## config.mk

```make
export PLATFORM = sky130hd
export DESIGN_NAME = ncpu32k_wb_pipe
export DESIGN_NICKNAME = d
export VERILOG_FILES = /design/src/rtl/ncpu32k_wb_pipe.sv
export SDC_FILE = /design/constraint.sdc
export NUM_CORES = 1
export LEC_CHECK = 0
export ABC_AREA = 1
export CORE_ASPECT_RATIO = 0.9
export CORE_MARGIN = 2
export CORE_UTILIZATION = 45
export DETAILED_ROUTE_END_ITERATION = 10
export PLACE_DENSITY = 0.84
export SLEW_MARGIN = 20
export SYNTH_ARGS = -nofsm -noshare
export SYNTH_HDL_FRONTEND = slang
export SYNTH_SLANG_ARGS = --single-unit
```

## constraint.sdc

```tcl
create_clock -name clk -period 2.5 [get_ports clk]
set_input_delay 0.5 -clock clk [delete_from_list [all_inputs] [get_ports clk]]
set_output_delay 0.5 -clock clk [all_outputs]
set_load 0.005 [all_outputs]
```

## src/rtl/ncpu32k_wb_pipe.sv

```systemverilog
// Two-slot, two-stage result pipeline: stage 1 feeds operand bypass and parks
// LSU ops until load data returns; stage 2 drives the register-file write ports.
module ncpu32k_wb_pipe #(
  parameter int DW = 32,
  parameter int AW = 5
) (
  input  logic          clk,
  input  logic          rst_n,
  input  logic          flush,
  input  logic          ex_slot_1_valid,
  input  logic          ex_slot_1_rd_we,
  input  logic [AW-1:0] ex_slot_1_rd_addr,
  input  logic [DW-1:0] ex_slot_1_dout,
  input  logic          ex_slot_2_valid,
  input  logic          ex_slot_2_rd_we,
  input  logic [AW-1:0] ex_slot_2_rd_addr,
  input  logic [DW-1:0] ex_slot_2_dout,
  input  logic          ex_lsu_valid,
  input  logic          ex_lsu_in_slot_1,
  input  logic          lsu_BVALID,
  input  logic [DW-1:0] lsu_dout,
  output logic          ex_ready,
  output logic          lsu_pending,
  output logic          s1o_slot_1_BVALID,
  output logic          s1o_slot_1_rd_we,
  output logic [AW-1:0] s1o_slot_1_rd_addr,
  output logic [DW-1:0] s1o_slot_1_dout,
  output logic          s1o_slot_2_BVALID,
  output logic          s1o_slot_2_rd_we,
  output logic [AW-1:0] s1o_slot_2_rd_addr,
  output logic [DW-1:0] s1o_slot_2_dout,
  output logic          s2o_slot_1_BVALID,
  output logic          s2o_slot_1_rd_we,
  output logic [AW-1:0] s2o_slot_1_rd_addr,
  output logic [DW-1:0] s2o_slot_1_dout,
  output logic          s2o_slot_2_BVALID,
  output logic          s2o_slot_2_rd_we,
  output logic [AW-1:0] s2o_slot_2_rd_addr,
  output logic [DW-1:0] s2o_slot_2_dout,
  output logic          rf_we_1,
  output logic [AW-1:0] rf_waddr_1,
  output logic [DW-1:0] rf_wdat_1,
  output logic          rf_we_2,
  output logic [AW-1:0] rf_waddr_2,
  output logic [DW-1:0] rf_wdat_2
);

  logic [1:0]    in_valid_s;
  logic [1:0]    in_we_s;
  logic [AW-1:0] in_addr_s [2];
  logic [DW-1:0] in_dout_s [2];
  logic          in_lsu_idx_s;

  logic          adv_s;
  logic          lsu_idx_s;
  logic          lsu_ret_s;
  logic          lsu_drop_s;
  logic          waw_s;

  logic [1:0]    s1_valid_q, s1_valid_d;
  logic [1:0]    s1_bvalid_q, s1_bvalid_d;
  logic [1:0]    s1_we_q, s1_we_d;
  logic [AW-1:0] s1_addr_q [2];
  logic [AW-1:0] s1_addr_d [2];
  logic [DW-1:0] s1_dout_q [2];
  logic [DW-1:0] s1_dout_d [2];

  logic [1:0]    s2_bvalid_q, s2_bvalid_d;
  logic [1:0]    s2_we_q, s2_we_d;
  logic [AW-1:0] s2_addr_q [2];
  logic [AW-1:0] s2_addr_d [2];
  logic [DW-1:0] s2_dout_q [2];
  logic [DW-1:0] s2_dout_d [2];

  logic [1:0]    rf_we_q, rf_we_d;
  logic          lsu_pending_q, lsu_pending_d;
  logic          lsu_in_slot_1_q, lsu_in_slot_1_d;
  logic          discard_q, discard_d;
  logic          ex_ready_q, ex_ready_d;

  // Index 0 is slot 1, index 1 is slot 2.
  assign in_valid_s   = {ex_slot_2_valid, ex_slot_1_valid};
  assign in_we_s      = {ex_slot_2_rd_we, ex_slot_1_rd_we};
  assign in_addr_s[0] = ex_slot_1_rd_addr;
  assign in_addr_s[1] = ex_slot_2_rd_addr;
  assign in_dout_s[0] = ex_slot_1_dout;
  assign in_dout_s[1] = ex_slot_2_dout;
  assign in_lsu_idx_s = ~ex_lsu_in_slot_1;

  // Next-state for both stages, LSU bookkeeping and commit enables.
  always_comb begin
    adv_s           = ~lsu_pending_q;
    lsu_idx_s       = ~lsu_in_slot_1_q;
    lsu_ret_s       = lsu_BVALID & lsu_pending_q & ~discard_q;
    lsu_drop_s      = lsu_BVALID & discard_q;
    s1_valid_d      = s1_valid_q;
    s1_bvalid_d     = s1_bvalid_q;
    s1_we_d         = s1_we_q;
    s1_addr_d       = s1_addr_q;
    s1_dout_d       = s1_dout_q;
    s2_bvalid_d     = 2'b00;
    s2_we_d         = s2_we_q;
    s2_addr_d       = s2_addr_q;
    s2_dout_d       = s2_dout_q;
    lsu_pending_d   = lsu_pending_q;
    lsu_in_slot_1_d = lsu_in_slot_1_q;

    if (adv_s) begin
      for (int i = 0; i < 2; i++) begin
        s1_valid_d[i]  = in_valid_s[i] & ~flush;
        s1_bvalid_d[i] = in_valid_s[i] & ~flush & ~(ex_lsu_valid & (in_lsu_idx_s == i[0]));
        s1_we_d[i]     = in_we_s[i] & (in_addr_s[i] != {AW{1'b0}});
        s1_addr_d[i]   = in_addr_s[i];
        s1_dout_d[i]   = in_dout_s[i];
        s2_bvalid_d[i] = s1_valid_q[i];
        s2_we_d[i]     = s1_we_q[i];
        s2_addr_d[i]   = s1_addr_q[i];
        s2_dout_d[i]   = s1_dout_q[i];
      end
      lsu_pending_d   = ex_lsu_valid & ~flush;
      lsu_in_slot_1_d = ex_lsu_in_slot_1;
    end else if (flush) begin
      // A flush beats a same-cycle load return: the data is simply dropped.
      s1_valid_d    = 2'b00;
      s1_bvalid_d   = 2'b00;
      lsu_pending_d = 1'b0;
    end else if (lsu_ret_s) begin
      s1_dout_d[lsu_idx_s] = lsu_dout;
      lsu_pending_d        = 1'b0;
    end else begin
      lsu_pending_d = lsu_pending_q;
    end

    // The killed op's response is still in flight; swallow it when it lands.
    if (flush & lsu_pending_q & ~lsu_ret_s) begin
      discard_d = 1'b1;
    end else if (lsu_drop_s) begin
      discard_d = 1'b0;
    end else begin
      discard_d = discard_q;
    end

    waw_s = s2_bvalid_d[0] & s2_we_d[0] & s2_bvalid_d[1] & s2_we_d[1] &
            (s2_addr_d[0] == s2_addr_d[1]);
    rf_we_d[0] = s2_bvalid_d[0] & s2_we_d[0] & ~waw_s;
    rf_we_d[1] = s2_bvalid_d[1] & s2_we_d[1];
    ex_ready_d = ~lsu_pending_d;
  end

  // Pipeline registers with asynchronous clear.
  always_ff @(posedge clk or negedge rst_n) begin
    if (!rst_n) begin
      s1_valid_q      <= 2'b00;
      s1_bvalid_q     <= 2'b00;
      s1_we_q         <= 2'b00;
      s2_bvalid_q     <= 2'b00;
      s2_we_q         <= 2'b00;
      rf_we_q         <= 2'b00;
      lsu_pending_q   <= 1'b0;
      lsu_in_slot_1_q <= 1'b0;
      discard_q       <= 1'b0;
      ex_ready_q      <= 1'b1;
      for (int i = 0; i < 2; i++) begin
        s1_addr_q[i] <= {AW{1'b0}};
        s1_dout_q[i] <= {DW{1'b0}};
        s2_addr_q[i] <= {AW{1'b0}};
        s2_dout_q[i] <= {DW{1'b0}};
      end
    end else begin
      s1_valid_q      <= s1_valid_d;
      s1_bvalid_q     <= s1_bvalid_d;
      s1_we_q         <= s1_we_d;
      s2_bvalid_q     <= s2_bvalid_d;
      s2_we_q         <= s2_we_d;
      rf_we_q         <= rf_we_d;
      lsu_pending_q   <= lsu_pending_d;
      lsu_in_slot_1_q <= lsu_in_slot_1_d;
      discard_q       <= discard_d;
      ex_ready_q      <= ex_ready_d;
      for (int i = 0; i < 2; i++) begin
        s1_addr_q[i] <= s1_addr_d[i];
        s1_dout_q[i] <= s1_dout_d[i];
        s2_addr_q[i] <= s2_addr_d[i];
        s2_dout_q[i] <= s2_dout_d[i];
      end
    end
  end

  assign ex_ready           = ex_ready_q;
  assign lsu_pending        = lsu_pending_q;
  assign s1o_slot_1_BVALID  = s1_bvalid_q[0];
  assign s1o_slot_1_rd_we   = s1_we_q[0];
  assign s1o_slot_1_rd_addr = s1_addr_q[0];
  assign s1o_slot_1_dout    = s1_dout_q[0];
  assign s1o_slot_2_BVALID  = s1_bvalid_q[1];
  assign s1o_slot_2_rd_we   = s1_we_q[1];
  assign s1o_slot_2_rd_addr = s1_addr_q[1];
  assign s1o_slot_2_dout    = s1_dout_q[1];
  assign s2o_slot_1_BVALID  = s2_bvalid_q[0];
  assign s2o_slot_1_rd_we   = s2_we_q[0];
  assign s2o_slot_1_rd_addr = s2_addr_q[0];
  assign s2o_slot_1_dout    = s2_dout_q[0];
  assign s2o_slot_2_BVALID  = s2_bvalid_q[1];
  assign s2o_slot_2_rd_we   = s2_we_q[1];
  assign s2o_slot_2_rd_addr = s2_addr_q[1];
  assign s2o_slot_2_dout    = s2_dout_q[1];
  assign rf_we_1            = rf_we_q[0];
  assign rf_waddr_1         = s2_addr_q[0];
  assign rf_wdat_1          = s2_dout_q[0];
  assign rf_we_2            = rf_we_q[1];
  assign rf_waddr_2         = s2_addr_q[1];
  assign rf_wdat_2          = s2_dout_q[1];

  ncpu32k_wb_pipe_chk u_chk (
    .clk         (clk),
    .rst_n       (rst_n),
    .lsu_bvalid  (lsu_BVALID),
    .lsu_pending (lsu_pending_q),
    .discard     (discard_q)
  );

endmodule

// Protocol checker: a load return must have a pending op or a discard window.
module ncpu32k_wb_pipe_chk (
  input logic clk,
  input logic rst_n,
  input logic lsu_bvalid,
  input logic lsu_pending,
  input logic discard
);
  // Stray load-data strobe detection.
  always_ff @(posedge clk) begin
    if (rst_n) begin
      assert (!(lsu_bvalid && !lsu_pending && !discard))
        else $error("ncpu32k_wb_pipe: lsu_BVALID with nothing to complete");
    end
  end
endmodule

```

==> out/results.ini <==
[global_routing]
grt_pass1_vias=7163
overflow=0
grt_max_degree=116
grt_antenna_before_repair=0
grt_first_pass_wirelength_um=36710
track_usage_pct=25.83

[sta]
clock_skew_ns=0.007746
min_period_ns=2.056
worstMarginPinSlew_ns=0.8204
period_share_pct=82.24
maxSlewViolCount=0
relSlewSlack_pct=45.31
fmax_mhz=486.4
whs_ns=0.006767
finalSetupTns_ns=0
grt_setup_unrepaired=no
final-hold-violation-count=0
worst_slack_ns=0.4440
setup_viol=0

[placement]
placed_cell_area_um2=10860
hpwlAfterDp_um=17050
place.port_buffers=349
dp_slack_ns=0.3574
place.gp.congestion=0.8116

[power]
leakagePower_nw=5.524
ir_worst_vdd_v=0.0004526
p_total_mw=9.318
p_per_area_nw_per_um2=815.9

[synth]
synthTopCellsByCount=nand2_1 (327), dfrtp_1 (163), inv_1 (105)
syn-cell-area_um2=7747
avgSynthCellArea_um2=8.037
ys_warn_count=0
netlist.area_leader.share_pct=52.65
ys_ff_latch=164
synthCells=964
synthFlopType=dfrtp_1
ys_seq_area_share_pct=52.99
synth.distinct_cells=24
synth_most_common_cell=nand2_1
synth.area.top_cells=dfrtp_1 (53%), nand2_1 (16%), buf_4 (7.5%)
synthArstFlopShare_pct=100.0
synth_edf_count=0
synth_top_cell_by_area=dfrtp_1
synthesis.nets=1080

[routing]
via_per_inst=4.924
routed_wl_um=23420
vias=7120
wl_per_cell_um=16.20
drtIter0Drc=325
drc_errors=0
ant_nets=0
first_pass_iters=5

[floorplan]
io-pin-count=350
fp.dieH_um=128.5
placementRows=45
start_util_pct=45.87
die_w_um=142.3
coreArea_um2=16890
dieArea_um2=18280

[flow_run]
maxCapViolCount=0

[final_layout]
drive_above_1_share_pct=4.453
syn_to_final_growth_pct=47.42
fillers=1344
diodes=0
fin_area_um2=11420
nets=1339

[setup_path]
cp.required_ns=2.84
rr_worst_depth=6
crit_type=flop to flop
end_kind=flop
cp_max_fo=35
critPathLaunch=lsu_pending
cp-start-kind=flop
arrival_ns=2.40
r2r_start=lsu_pending

[clock_tree]
postCtsHoldBufs=0
h-tree-depth=4
cts_made_buffers=17
clockRootBuffer=clkbuf_16
numClockSinks=164
clock_path_buffers=2
clk_pin_slew_worst_paths_ns=0.07
cts_resized=0
cts_tree=yes
postCtsSetupRepairBufs=0
worstSkewPairLatency_ns=0.42

[hold_path]
min_path_type=input pin to async pin

[outcome]
status=complete, no violations

critical path, stage by stage, from the launching register on:
cell and delay (ns):
dfrtp_4 0.57, clkinv_2 0.12, or2_2 0.60, buf_4 0.32
o21ai_1 0.18, nor2_1 0.06, a21oi_1 0.12
through the flow:
step | std cells | util [%]
floorplan | 964 | -
global placement | 1415 | 64.27
detailed placement | 1415 | 64.27
CTS | 1446 | 67.61
global route | 1446 | 67.61
finish | 1446 | 67.61
power by group:
group / leakage, nW / switching (mW) / internal (mW) / total [mW]
logic: 3.27 / 1.24 / 1.87 / 3.11
registers: 1.99 / 0.492 / 3.21 / 3.70
clock network: 0.271 / 1.10 / 1.41 / 2.51
total: 5.52 / 2.83 / 6.48 / 9.32
routing by layer:
layer | up-vias | track usage [%] | share of wire [%]
met4 | 0 | 8.620 | 2.2
met3 | 33 | 6.811 | 7.3
met5 | - | 0 | 0
met1 | 3356 | 30.59 | 39
li1 | 3425 | - | -
met2 | 306 | 45.98 | 51
state kept, by name, indices dropped and copies added, names as in the netlist, 2 cells and up:
| signal | cells |
|---|---|
| s1_bvalid_q | 2 |
| s1_valid_q | 2 |
| s2_we_q | 2 |
| rf_wdat_1 | 32 |
| rf_waddr_2 | 5 |
| s1o_slot_2_dout | 32 |
| s1o_slot_2_rd_addr | 5 |
| s2_bvalid_q | 2 |
| rf_we_q | 2 |
| s1_we_q | 2 |
| rf_wdat_2 | 32 |
| s1o_slot_1_rd_addr | 5 |
| rf_waddr_1 | 5 |
| s1o_slot_1_dout | 32 |
logic make-up after synthesis:
group	count (synthesis)	synth area share [%]
buffers and inverters	231	15.97
AOI/OAI and AO/OA	161	10.64
DFF	164	52.99
and+or+nand+nor	408	20.40
path summary, 6_finish.rpt:
check / slack, ns / endpoint
min in group clk: 0.49 / s1_bvalid_q[0]
setup reg to reg: 0.44 / s1o_slot_2_dout[20]
max in group asynchronous: 1.77 / ex_ready
hold reg to reg: 0.49 / s1_bvalid_q[0]
setup / recovery: 0.44 / s1o_slot_2_dout[20]
hold / removal: 0.007 / rf_wdat_2[3]
cells in the final DEF, fill, tap and decap left out, types with 3 or more instances in the layout:
| master | instances |
|---|---|
| clkinvlp_4 | 3 |
| nand2_1 | 326 |
| dfrtp_1 | 162 |
| clkdlybuf4s50_1 | 348 |
| clkbuf_16 | 17 |
| nand3_1 | 30 |
| o21ai_1 | 32 |
| buf_12 | 4 |
| a21oi_1 | 39 |
| o21ai_0 | 83 |
| nor2_1 | 46 |
| buf_4 | 12 |
| inv_1 | 105 |
| inv_6 | 4 |
| clkinv_2 | 3 |
final cells by class:
cell class	instances	area, um^2	area share (%)
tap	211	264.0	2.312
inverter	106	399.1	3.495
clock inverter	13	126.4	1.106
multi-input combinational	569	2419	21.18
clock buffer	18	439.2	3.845
timing repair buffer	365	3665	32.09
sequential	164	4109	35.98
No activity file was read; power rests on OpenSTA's default activity.
